[src/rtl/mem_pkg.sv]
// Shared data-memory definitions: funct3 encodings, the store-buffer entry
// layout and the legal-store check.
package mem_pkg;

    localparam logic [2:0] F3_SB  = 3'b000;
    localparam logic [2:0] F3_SH  = 3'b001;
    localparam logic [2:0] F3_SW  = 3'b010;
    localparam logic [2:0] F3_LB  = 3'b000;
    localparam logic [2:0] F3_LH  = 3'b001;
    localparam logic [2:0] F3_LW  = 3'b010;
    localparam logic [2:0] F3_LBU = 3'b100;
    localparam logic [2:0] F3_LHU = 3'b101;

    typedef struct packed {
        logic [31:0] addr;
        logic [31:0] data;
        logic [2:0]  funct3;
    } sbuf_entry_t;

    function automatic logic sbuf_legal_f3(input logic [2:0] f3);
        return (f3 == F3_SB) || (f3 == F3_SH) || (f3 == F3_SW);
    endfunction

endpackage

[src/rtl/store_buffer.sv]
// Posted-store buffer: in-order queue of sb/sh/sw between execute and the
// data-memory write port, stalling loads that hit a pending store's word.
module store_buffer
    import mem_pkg::*;
#(
    parameter int DEPTH = 4
) (
    input  logic        clk,
    input  logic        rst,
    input  logic        st_valid,
    output logic        st_ready,
    input  logic [31:0] st_addr,
    input  logic [31:0] st_data,
    input  logic [2:0]  st_funct3,
    input  logic        ld_valid,
    input  logic [31:0] ld_addr,
    output logic        ld_stall,
    input  logic        mem_ready,
    output logic        mem_we,
    output logic [31:0] mem_addr,
    output logic [31:0] mem_wdata,
    output logic [2:0]  mem_funct3,
    output logic        fence_busy,
    output logic        err_illegal
);

    localparam int PW = $clog2(DEPTH);
    localparam logic [PW:0] DEPTH_C = (PW + 1)'(DEPTH);

    sbuf_entry_t      entry_q [DEPTH];
    logic [PW-1:0]    wr_ptr_q, wr_ptr_d;
    logic [PW-1:0]    rd_ptr_q, rd_ptr_d;
    logic [PW:0]      count_q, count_d;
    logic             err_q, err_d;

    logic             full, empty;
    logic             accept, push, pop;
    sbuf_entry_t      head;

    assign full   = (count_q == DEPTH_C);
    assign empty  = (count_q == '0);
    assign accept = st_valid && !full;
    assign push   = accept && sbuf_legal_f3(st_funct3);
    assign pop    = !empty && mem_ready;
    assign head   = entry_q[rd_ptr_q];

    assign st_ready    = !full;
    assign mem_we      = !empty;
    assign fence_busy  = !empty;
    assign err_illegal = err_q;
    assign mem_addr    = empty ? 32'h0 : head.addr;
    assign mem_wdata   = empty ? 32'h0 : head.data;
    assign mem_funct3  = empty ? 3'h0  : head.funct3;

    always_comb begin
        wr_ptr_d = push ? wr_ptr_q + 1'b1 : wr_ptr_q;
        rd_ptr_d = pop  ? rd_ptr_q + 1'b1 : rd_ptr_q;
        count_d  = count_q;
        if (push && !pop) count_d = count_q + 1'b1;
        if (!push && pop) count_d = count_q - 1'b1;
        err_d    = err_q || (accept && !sbuf_legal_f3(st_funct3));
    end

    // An entry is live when its distance from the head is below count; the
    // head stays live in its pop cycle, and this cycle's push is not yet live.
    always_comb begin
        logic [PW-1:0] offset;
        ld_stall = 1'b0;
        for (int i = 0; i < DEPTH; i++) begin
            offset = PW'(i) - rd_ptr_q;
            if (ld_valid && ({1'b0, offset} < count_q) && (entry_q[i].addr == ld_addr))
                ld_stall = 1'b1;
        end
    end

    always_ff @(posedge clk) begin
        if (rst) begin
            wr_ptr_q <= '0;
            rd_ptr_q <= '0;
            count_q  <= '0;
            err_q    <= 1'b0;
        end else begin
            wr_ptr_q <= wr_ptr_d;
            rd_ptr_q <= rd_ptr_d;
            count_q  <= count_d;
            err_q    <= err_d;
        end
    end

    always_ff @(posedge clk) begin
        if (push) entry_q[wr_ptr_q] <= '{addr: st_addr, data: st_data, funct3: st_funct3};
    end

endmodule

[config.mk]
export PLATFORM = sky130hd
export DESIGN_NAME = store_buffer
export DESIGN_NICKNAME = d
export VERILOG_FILES = /design/src/rtl/mem_pkg.sv /design/src/rtl/store_buffer.sv
export SDC_FILE = /design/constraint.sdc
export NUM_CORES = 1
export LEC_CHECK = 0
export CORE_ASPECT_RATIO = 0.8
export CORE_MARGIN = 10
export CORE_UTILIZATION = 58
export CTS_BUF_LIST = sky130_fd_sc_hd__clkbuf_4 sky130_fd_sc_hd__clkbuf_8 sky130_fd_sc_hd__clkbuf_16
export CTS_CLUSTER_SIZE = 14
export DETAILED_ROUTE_END_ITERATION = 7
export PLACE_DENSITY_LB_ADDON = 0.25
export RECOVER_POWER = 50
export SYNTH_ARGS = -nofsm -noshare
export SYNTH_HDL_FRONTEND = slang
export SYNTH_SLANG_ARGS = --single-unit
[constraint.sdc]
create_clock -name clk -period 8.22 [get_ports clk]
set_clock_uncertainty 0.05 [all_clocks]
set_input_delay 2.055 -clock clk [delete_from_list [all_inputs] [get_ports clk]]
set_output_delay 2.055 -clock clk [all_outputs]
set_load 0.02 [all_outputs]
==> results.py, run 1 <==
metrics = {
    "clocking": {
        "clkTransAtPathRegs_ns": 0.07,
        "clock-sinks": 278,
        "post_cts_resized": 0,
        "h-tree-depth": 1,
        "post_cts_buffers": 0,
        "clk_latency_ns": 0.53,
        "cts_hold_buf": 0,
        "cts_buffers": 28,
        "cts_tree": "done",
        "clk_path_buf_depth": 3,
        "root_buffer": "clkbuf_16",
    },
    "power": {
        "seqPwrFrac": 0.408,
        "swShare": 0.287,
        "leakage_nw": 4.91,
        "intPower_w": 0.00295,
        "power.share.combinational": 0.286,
        "p_clk_frac": 0.305,
        "irDropWorstVdd_v": 0.000203,
        "p_per_area_nw_per_um2": 275,
        "p_switching_w": 0.00119,
    },
    "die": {
        "fp.dieH_um": 149,
        "rows": 47,
        "fp.coreArea_um2": 20600,
        "io_pins": 176,
        "initial_core_util": 0.588,
        "die_w_um": 182,
        "fp.dieArea_um2": 27100,
    },
    "placed_design": {
        "dpl.hpwl_um": 19600,
        "dp_worst_setup_slack_ns": 1.56,
        "place.gp.congestion": 0.953,
        "numPortBuffers": 175,
        "place_inst": 1095,
    },
    "timing": {
        "setup_slack_ns": 1.27,
        "grt_setup_unrepaired": "false",
        "worst_pin_slew_ns": 5.10,
        "slew_violations": 136,
        "post-route-period-util": 0.846,
        "setup_violations": 0,
        "setup_tns_ns": 0,
        "period_needed_ns": 6.95,
        "slew_headroom": -2.40,
        "hold_viol": 0,
        "clock.fmax_ghz": 0.144,
    },
    "yosys": {
        "synth_most_common_cell": "edfxtp_1",
        "ys_warn_count": 0,
        "dominantRegCellSynth": "edfxtp_1",
        "ys_top_cells_by_area": "edfxtp_1 (66%), mux4_2 (12%), xor2_1 (8.3%), and2_1 (3.7%), dfxtp_1 (1.7%)",
        "avgSynthCellArea_um2": 17.9,
        "yosysTopAreaCell": "edfxtp_1",
        "synthArstFlopShare": 0,
        "synth_seq_area_share": 0.681,
        "synth_edf_count": 268,
        "synth_nets": 790,
        "synthCells": 676,
        "synth_cell_type_count": 32,
        "synth.cell_area_um2": 12100,
        "synth.ff_latch_count": 278,
        "synth_top_area_share": 0.665,
        "synth_common_cells": "edfxtp_1 (268), xor2_1 (115), and2_1 (72), mux4_2 (67), nor4_1 (30)",
    },
    "grt": {
        "grt_max_degree": 68,
        "grt_use_total": 0.212,
        "antenna_found_initial": 5,
        "grt_pass1_wl_um": 44200,
        "grt_pass1_vias": 7268,
        "overflow": 0,
    },
    "setup_path": {
        "crit_start": "st_funct3[0]",
        "regToRegEndpoint": "entry_q[3][60]",
        "end_kind": "flop",
        "reg2reg_slack_ns": 2.80,
        "reg2reg_from": "count_q[0]",
        "critPathLaunchType": "primary input",
        "rr_worst_depth": 4,
        "critPathMaxFanout": 67,
        "worstSetupPathType": "in -> reg",
        "worstPathRequired_ns": 8.17,
        "arrival_ns": 6.90,
    },
    "routing": {
        "drc_errors": 0,
        "firstDrtPassIters": 6,
        "via_per_inst": 5.95,
        "vias": 6837,
        "wl_per_cell_um": 25.5,
        "route.antenna.remaining_nets": 0,
        "wirelength_um": 29300,
        "drt_iter0_markers": 554,
    },
    "worst_hold_path": {
        "holdPathEnd": "wr_ptr_q[1]",
        "min_from": "wr_ptr_q[1]",
        "hold_depth": 2,
        "hold_class": "reg -> reg",
    },
    "final_layout": {
        "fillers": 1282,
        "layout.cells.non_filler": 1150,
        "final_layout_size_suffix_gt1_frac": 0.137,
        "syn2layout_area_growth_pct": 24.2,
        "nNetsFinal": 970,
    },
    "status": {
        "violations": "max-capacitance violations, max-slew violations",
        "outcome": "finished with violations",
    },
    "flow_run": {
        "timing.max_cap.violations": 2,
    },
}
## cell usage in the layout (no fill, tap or decap), types with 8 or more instances in the layout
| cell | count |
|---|---|
| a21oi_1 | 8 |
| and2_1 | 67 |
| clkbuf_16 | 29 |
| clkdlybuf4s50_1 | 106 |
| dfxtp_1 | 8 |
| dlygate4sd3_1 | 69 |
| edfxtp_1 | 268 |
| ha_1 | 9 |
| inv_1 | 9 |
| mux4_2 | 67 |
| nor2_1 | 9 |
| nor4_1 | 30 |
| xnor2_1 | 17 |
| xor2_1 | 115 |
## power by group through the flow
stage | registers (W) | logic [W] | clock network (W)
after floorplan | 0.00165 | 0.000734 | 0
after global placement | 0.00172 | 0.00119 | 0
after detailed placement | 0.00172 | 0.00120 | 0
after CTS | 0.00169 | 0.00121 | 0.00128
after global routing | 0.00170 | 0.00126 | 0.00134
final | 0.00169 | 0.00118 | 0.00126
## flip-flops by register name, indices dropped and copies added, names as in the netlist, named ones only
name         flops
err_illegal      1
wr_ptr_q         2
rd_ptr_q         2
count_q          3
entry_q        268
## cell type report
type / instances / area, um^2 / area share
Inverter: 10 / 37.5 / 0.00250
Clock buffer: 34 / 763 / 0.0507
Multi-Input combinational cell: 361 / 3710 / 0.247
Timing Repair Buffer: 177 / 1770 / 0.117
Clock inverter: 16 / 158 / 0.0105
Sequential cell: 278 / 8260 / 0.549
Tap cell: 269 / 337 / 0.0224
Antenna cell: 5 / 12.5 / 0.000832
## cell families after synthesis
logic type,share of synthesized area
DFF,0.681
and+or+nand+nor,0.0660
AOI/OAI and AO/OA,0.00899
buffers and inverters,0.0128
xor gates and xnor gates,0.0955
adders and majority gates,0.0110
muxes,0.125
## how the worst max path moves through the flow
stage                           endpoint  cells past startpoint
after floorplan                 ld_stall                      5
after global placement          ld_stall                      7
after detailed placement        ld_stall                      7
after CTS                       ld_stall                      7
after global routing      entry_q[3][49]                      4
final                     entry_q[3][60]                      4
## critical path, cell delays in order
cell           delay (ns)
dlygate4sd3_1        0.62
a21oi_1              0.16
and3_1               0.31
and2_0               3.64
## metrics by stage
step / hold slack [ns] / total power (W) / area (um^2) / utilization
CTS: 0.454 / 0.00418 / 15000 / 0.730
global placement: 0.426 / 0.00291 / 14100 / 0.686
global route: 0.479 / 0.00430 / 15000 / 0.731
floorplan: 0.419 / 0.00238 / 12100 / -
detailed placement: 0.443 / 0.00292 / 14100 / 0.686
finish: 0.458 / 0.00414 / 15000 / 0.731
## per-layer routing
layer / wire, um / up-vias / GRT usage
li1: - / 2989 / -
met3: 2980 / 49 / 0.0737
met2: 13900 / 302 / 0.331
met5: 13 / - / 0
met4: 630 / 2 / 0.0560
met1: 11800 / 3495 / 0.281
No activity file was read; power rests on OpenSTA's default activity.
==> inputs of run 2 (changes only) <==
--- a/config.mk
+++ b/config.mk
@@ -7,7 +7,7 @@
 export LEC_CHECK = 0
 export CORE_ASPECT_RATIO = 0.8
 export CORE_MARGIN = 10
-export CORE_UTILIZATION = 58
+export CORE_UTILIZATION = 55
 export CTS_BUF_LIST = sky130_fd_sc_hd__clkbuf_4 sky130_fd_sc_hd__clkbuf_8 sky130_fd_sc_hd__clkbuf_16
 export CTS_CLUSTER_SIZE = 14
 export DETAILED_ROUTE_END_ITERATION = 7
==> constraint.sdc (replaced) <==
create_clock -name clk -period 7 [get_ports clk]
set_clock_uncertainty 0.05 [all_clocks]
set_input_delay 1.75 -clock clk [delete_from_list [all_inputs] [get_ports clk]]
set_output_delay 1.75 -clock clk [all_outputs]
set_load 0.02 [all_outputs]
==> results.py, run 2 (same netlist as run 1, synthesis figures left out) <==
metrics = {
    "status": {
        "outcome": "finished with violations",
        "violations": "max-capacitance violations, max-slew violations",
    },
    "setup_path": {
        "crit_buf_inv": 3,
        "cpPeakStageDelay_ns": 0.62,
        "worstSetupPathType": "in -> out",
        "end_kind": "output pin",
        "path_cells": "clkdlybuf4s50_1 -> inv_2 -> a221oi_1 -> or4b_1 -> nor4_1 -> or4_1 -> clkdlybuf4s50_1",
        "cp_common_cell": "clkdlybuf4s50_1",
        "worstPathRequired_ns": 5.20,
        "critPathTopFamily": "buffers and inverters",
        "critPathMaxFanout": 4,
        "arrival_ns": 4.26,
        "critPathLaunchType": "primary input",
        "crit_slowest_cell": "clkdlybuf4s50_1",
    },
    "power": {
        "p_per_area_nw_per_um2": 317,
        "leakage_nw": 4.87,
        "irDropWorstVdd_v": 0.000235,
    },
    "routing": {
        "firstDrtPassIters": 5,
        "wirelength_um": 29300,
        "drc_errors": 0,
        "drt_iter0_markers": 541,
        "via_per_inst": 5.82,
        "wl_per_cell_um": 25.4,
        "route.antenna.remaining_nets": 0,
        "vias": 6714,
    },
    "final_layout": {
        "nNetsFinal": 970,
        "fillers": 1398,
        "final_layout_size_suffix_gt1_frac": 0.131,
        "final_area_um2": 15000,
        "layout_common_cells": "edfxtp_1 (268), xor2_1 (115), clkdlybuf4s50_1 (106), and2_1 (70), dlygate4sd3_1 (69)",
        "syn2layout_area_growth_pct": 23.5,
        "top_regs": "entry_q x268, count_q x3",
        "largest_reg_flops": 268,
        "regMostFlops": "entry_q",
        "final_common_cell": "edfxtp_1",
        "multi_input_area_um2": 3710,
        "seq_area_um2": 8260,
    },
    "clocking": {
        "clock-sinks": 278,
        "cts_hold_buf": 0,
        "h-tree-depth": 1,
        "post_cts_resized": 0,
        "clkTransAtPathRegs_ns": 0.06,
        "cts_buffers": 27,
        "post_cts_buffers": 0,
        "clk_latency_ns": 0.53,
        "root_buffer": "clkbuf_16",
        "clk_path_buf_depth": 3,
        "cts_tree": "done",
    },
    "grt": {
        "antenna_found_initial": 5,
        "grt_max_degree": 68,
        "grt_pass1_vias": 7109,
        "grt_use_total": 0.205,
        "overflow": 0,
        "grt_pass1_wl_um": 43900,
    },
    "timing": {
        "hold_viol": 0,
        "worst_pin_slew_ns": 3.70,
        "clock.fmax_ghz": 0.165,
        "setup_tns_ns": 0,
        "period_needed_ns": 6.06,
        "grt_setup_unrepaired": "false",
        "setup_violations": 0,
        "slew_headroom": -1.46,
        "slew_violations": 204,
        "post-route-period-util": 0.866,
    },
    "worst_hold_path": {
        "hold_class": "reg -> reg",
    },
    "die": {
        "die_w_um": 186,
        "fp.dieArea_um2": 28400,
        "fp.coreArea_um2": 21600,
        "fp.dieH_um": 153,
        "io_pins": 176,
        "initial_core_util": 0.560,
        "rows": 48,
    },
    "placed_design": {
        "place.gp.congestion": 0.922,
        "numPortBuffers": 175,
        "dpl.hpwl_um": 19500,
        "place_area_um2": 14100,
    },
    "flow_run": {
        "timing.max_cap.violations": 3,
    },
}
## run 2: changes by cell type in the layout (fill, tap and decap cells not counted), sizes merged
cell / delta
bufinv: -2
clkbuf: +4
clkinvlp: -1
clkinv: -2
diode: -2
buf: +1
inv: -1
## run 2: stage by stage
stage          std cells  power, W  hold slack [ns]  setup WS (ns)  utilization
4_1_cts             1150   0.00479            0.450          0.950        0.692
2_1_floorplan        676   0.00280            0.419           2.27            -
6_report            1153   0.00474            0.444          0.937        0.692
3_5_place_dp        1102   0.00344            0.436          0.950        0.653
5_1_grt             1150   0.00494            0.485          0.860        0.691
3_3_place_gp        1102   0.00343            0.407          0.976        0.653
## run 2: report_power, final
| part | leakage (nW) | internal, W | switching [W] | total [W] |
|---|---|---|---|---|
| Sequential | 2.51 | 0.00189 | 0.0000979 | 0.00198 |
| Clock | 0.414 | 0.000786 | 0.000575 | 0.00136 |
| Combinational | 1.95 | 0.000701 | 0.000699 | 0.00140 |
| Total | 4.87 | 0.00337 | 0.00137 | 0.00474 |
## run 2: layout make-up
class                      instances  area share
timing repair buffer             178       0.119
sequential                       278       0.552
clock inverter                    10     0.00435
antenna                            3    0.000502
clock buffer                      38      0.0507
tap                              275      0.0230
multi-input combinational        361       0.248
inverter                          10     0.00251
## run 2: metal layers
| layer | vias up | track usage | wire length, um |
|---|---|---|---|
| met5 | - | 0 | 22 |
| met4 | 4 | 0.0471 | 697 |
| met3 | 61 | 0.0682 | 2910 |
| met2 | 269 | 0.314 | 13700 |
| met1 | 3397 | 0.278 | 11900 |
| li1 | 2983 | - | - |
## run 2: path summary, 6_finish.rpt
| kind | end | start | cells after the start | slack (ns) |
|---|---|---|---|---|
| worst max-delay path | ld_stall | ld_addr[0] | 7 | 0.94 |
| worst min-delay path | err_illegal | err_illegal | 2 | 0.44 |
| worst max register to register | entry_q[0][59] | count_q[0] | 4 | 2.68 |
| worst min register to register | err_illegal | err_illegal | 2 | 0.44 |
## run 2: worst register-to-register path, cell delays in order (launching register included)
cell     delay (ns)
dfxtp_1        0.43
inv_1          0.12
nand3_1        0.18
and3_1         0.31
and2_1         2.68
==> inputs of run 3 (changes only) <==
--- a/config.mk
+++ b/config.mk
@@ -6,11 +6,12 @@
 export NUM_CORES = 1
 export LEC_CHECK = 0
 export CORE_ASPECT_RATIO = 0.8
-export CORE_MARGIN = 10
-export CORE_UTILIZATION = 55
+export CORE_MARGIN = 2
+export CORE_UTILIZATION = 58
 export CTS_BUF_LIST = sky130_fd_sc_hd__clkbuf_4 sky130_fd_sc_hd__clkbuf_8 sky130_fd_sc_hd__clkbuf_16
 export CTS_CLUSTER_SIZE = 14
 export DETAILED_ROUTE_END_ITERATION = 7
+export DONT_BUFFER_PORTS = 1
 export PLACE_DENSITY_LB_ADDON = 0.25
 export RECOVER_POWER = 50
 export SYNTH_ARGS = -nofsm -noshare
==> results.py, run 3 (same netlist as run 1, synthesis figures left out) <==
metrics = {
    "clocking": {
        "cts_hold_buf": 0,
        "cts_buffers": 28,
        "clk_path_buf_depth": 3,
        "root_buffer": "clkbuf_16",
        "h-tree-depth": 1,
        "clk_latency_ns": 0.53,
        "post_cts_buffers": 0,
        "clkTransAtPathRegs_ns": 0.06,
        "clock-sinks": 278,
        "cts_tree": "done",
        "post_cts_resized": 0,
    },
    "placed_design": {
        "dpl.hpwl_um": 17300,
        "place_area_um2": 12400,
        "numPortBuffers": 0,
        "dp_worst_setup_slack_ns": 2.04,
        "place.gp.congestion": 0.956,
        "place_inst": 920,
    },
    "final_layout": {
        "final_area_um2": 13300,
        "final_layout_size_suffix_gt1_frac": 0.174,
        "syn2layout_area_growth_pct": 10.0,
        "final_common_cell": "edfxtp_1",
        "largest_reg_flops": 268,
        "regMostFlops": "entry_q",
        "nNetsFinal": 795,
        "top_regs": "entry_q x268, count_q x3",
        "diodes": 0,
        "layout_common_cells": "edfxtp_1 (268), xor2_1 (115), and2_1 (71), mux4_2 (67), nor4_1 (30)",
        "layout.cells.non_filler": 972,
    },
    "setup_path": {
        "worstSetupPathType": "in -> reg",
        "reg2reg_slack_ns": 2.40,
        "cpPeakStageDelay_ns": 2.70,
        "crit_path_end": "entry_q[0][44]",
        "worstPathRequired_ns": 7.00,
        "crit_start": "st_funct3[0]",
        "arrival_ns": 5.01,
        "reg2reg_from": "count_q[0]",
        "regToRegEndpoint": "entry_q[0][44]",
        "end_kind": "flop",
        "critPathLaunchType": "primary input",
        "rr_worst_depth": 4,
        "critPathMaxFanout": 67,
        "crit_slowest_cell": "and2_1",
        "path_cells": "a21oi_1 -> and3_1 -> and2_1",
    },
    "die": {
        "fp.coreArea_um2": 20600,
        "die_w_um": 166,
        "fp.dieArea_um2": 22100,
        "rows": 47,
        "fp.dieH_um": 133,
        "io_pins": 176,
        "initial_core_util": 0.588,
    },
    "routing": {
        "drt_iter0_markers": 537,
        "wl_per_cell_um": 27.7,
        "wirelength_um": 27000,
        "vias": 6123,
        "via_per_inst": 6.30,
        "drc_errors": 0,
        "firstDrtPassIters": 5,
        "route.antenna.remaining_nets": 0,
    },
    "power": {
        "irDropWorstVdd_v": 0.000359,
        "leakage_nw": 4.26,
        "power_w": 0.00448,
        "p_per_area_nw_per_um2": 336,
    },
    "grt": {
        "grt_pass1_vias": 6449,
        "grt_use_total": 0.247,
        "antenna_found_initial": 0,
        "overflow": 0,
        "grt_pass1_wl_um": 39600,
        "grt_max_degree": 68,
    },
    "timing": {
        "worst_pin_slew_ns": 3.74,
        "setup_tns_ns": 0,
        "slew_headroom": -1.49,
        "setup_slack_ns": 1.99,
        "grt_setup_unrepaired": "false",
        "post-route-period-util": 0.715,
        "slew_violations": 272,
        "period_needed_ns": 5.01,
        "clock.fmax_ghz": 0.200,
        "hold_viol": 0,
        "setup_violations": 0,
    },
    "status": {
        "outcome": "finished with violations",
        "violations": "max-capacitance violations, max-slew violations",
    },
    "worst_hold_path": {
        "hold_class": "reg -> reg",
    },
    "flow_run": {
        "timing.max_cap.violations": 4,
    },
}
## run 3: changes by cell type in the layout (fill, tap and decap cells not counted), sizes merged, moves of 2 or more
cell / before / now
bufinv: 1 / 3
clkbuf: 38 / 36
clkdlybuf4s50: 106 / 0
clkinv: 9 / 11
diode: 3 / 0
dlygate4sd3: 69 / 0
## run 3: worst min-delay path by stage
stage	from	end	slack, ns	depth (start not counted)
floorplan	wr_ptr_q[1]	wr_ptr_q[1]	0.42	2
global placement	wr_ptr_q[1]	wr_ptr_q[1]	0.42	2
detailed placement	wr_ptr_q[1]	wr_ptr_q[1]	0.43	2
CTS	wr_ptr_q[1]	wr_ptr_q[1]	0.44	2
global route	wr_ptr_q[1]	wr_ptr_q[1]	0.48	2
finish	wr_ptr_q[1]	wr_ptr_q[1]	0.44	2
## run 3: critical path, delay by kind of cell
kind	cells	cell delay (ns)
simple gates	2	3.00
compound gates	1	0.13
## run 3: report_power, final
group | total [W] | internal, W | switching (W)
clock network | 0.00154 | 0.000928 | 0.000610
logic | 0.000941 | 0.000360 | 0.000581
registers | 0.00200 | 0.00189 | 0.000114
total | 0.00448 | 0.00317 | 0.00130
## run 3: final cells by class
| class | count | area, um^2 |
|---|---|---|
| clock buffers | 36 | 810 |
| clock inverters | 16 | 165 |
| fillers | 1414 | 7260 |
| inverters | 10 | 37.5 |
| multi-input cells | 361 | 3710 |
| flip-flops and latches | 278 | 8260 |
| well taps | 269 | 337 |
| repair buffers | 2 | 15.0 |
## run 3: through the flow
stage / util / hold WS (ns)
after floorplan: - / 0.419
after global placement: 0.601 / 0.420
after detailed placement: 0.601 / 0.431
after CTS: 0.648 / 0.440
after global routing: 0.647 / 0.480
final: 0.647 / 0.444
## run 3: routing by layer
metal | vias to the layer above | GRT usage | part of all wire
met3 | 45 | 0.0978 | 0.11
li1 | 2620 | - | -
met2 | 300 | 0.376 | 0.47
met4 | 0 | 0.0599 | 0.022
met1 | 3158 | 0.340 | 0.40
met5 | - | 0.00682 | 0
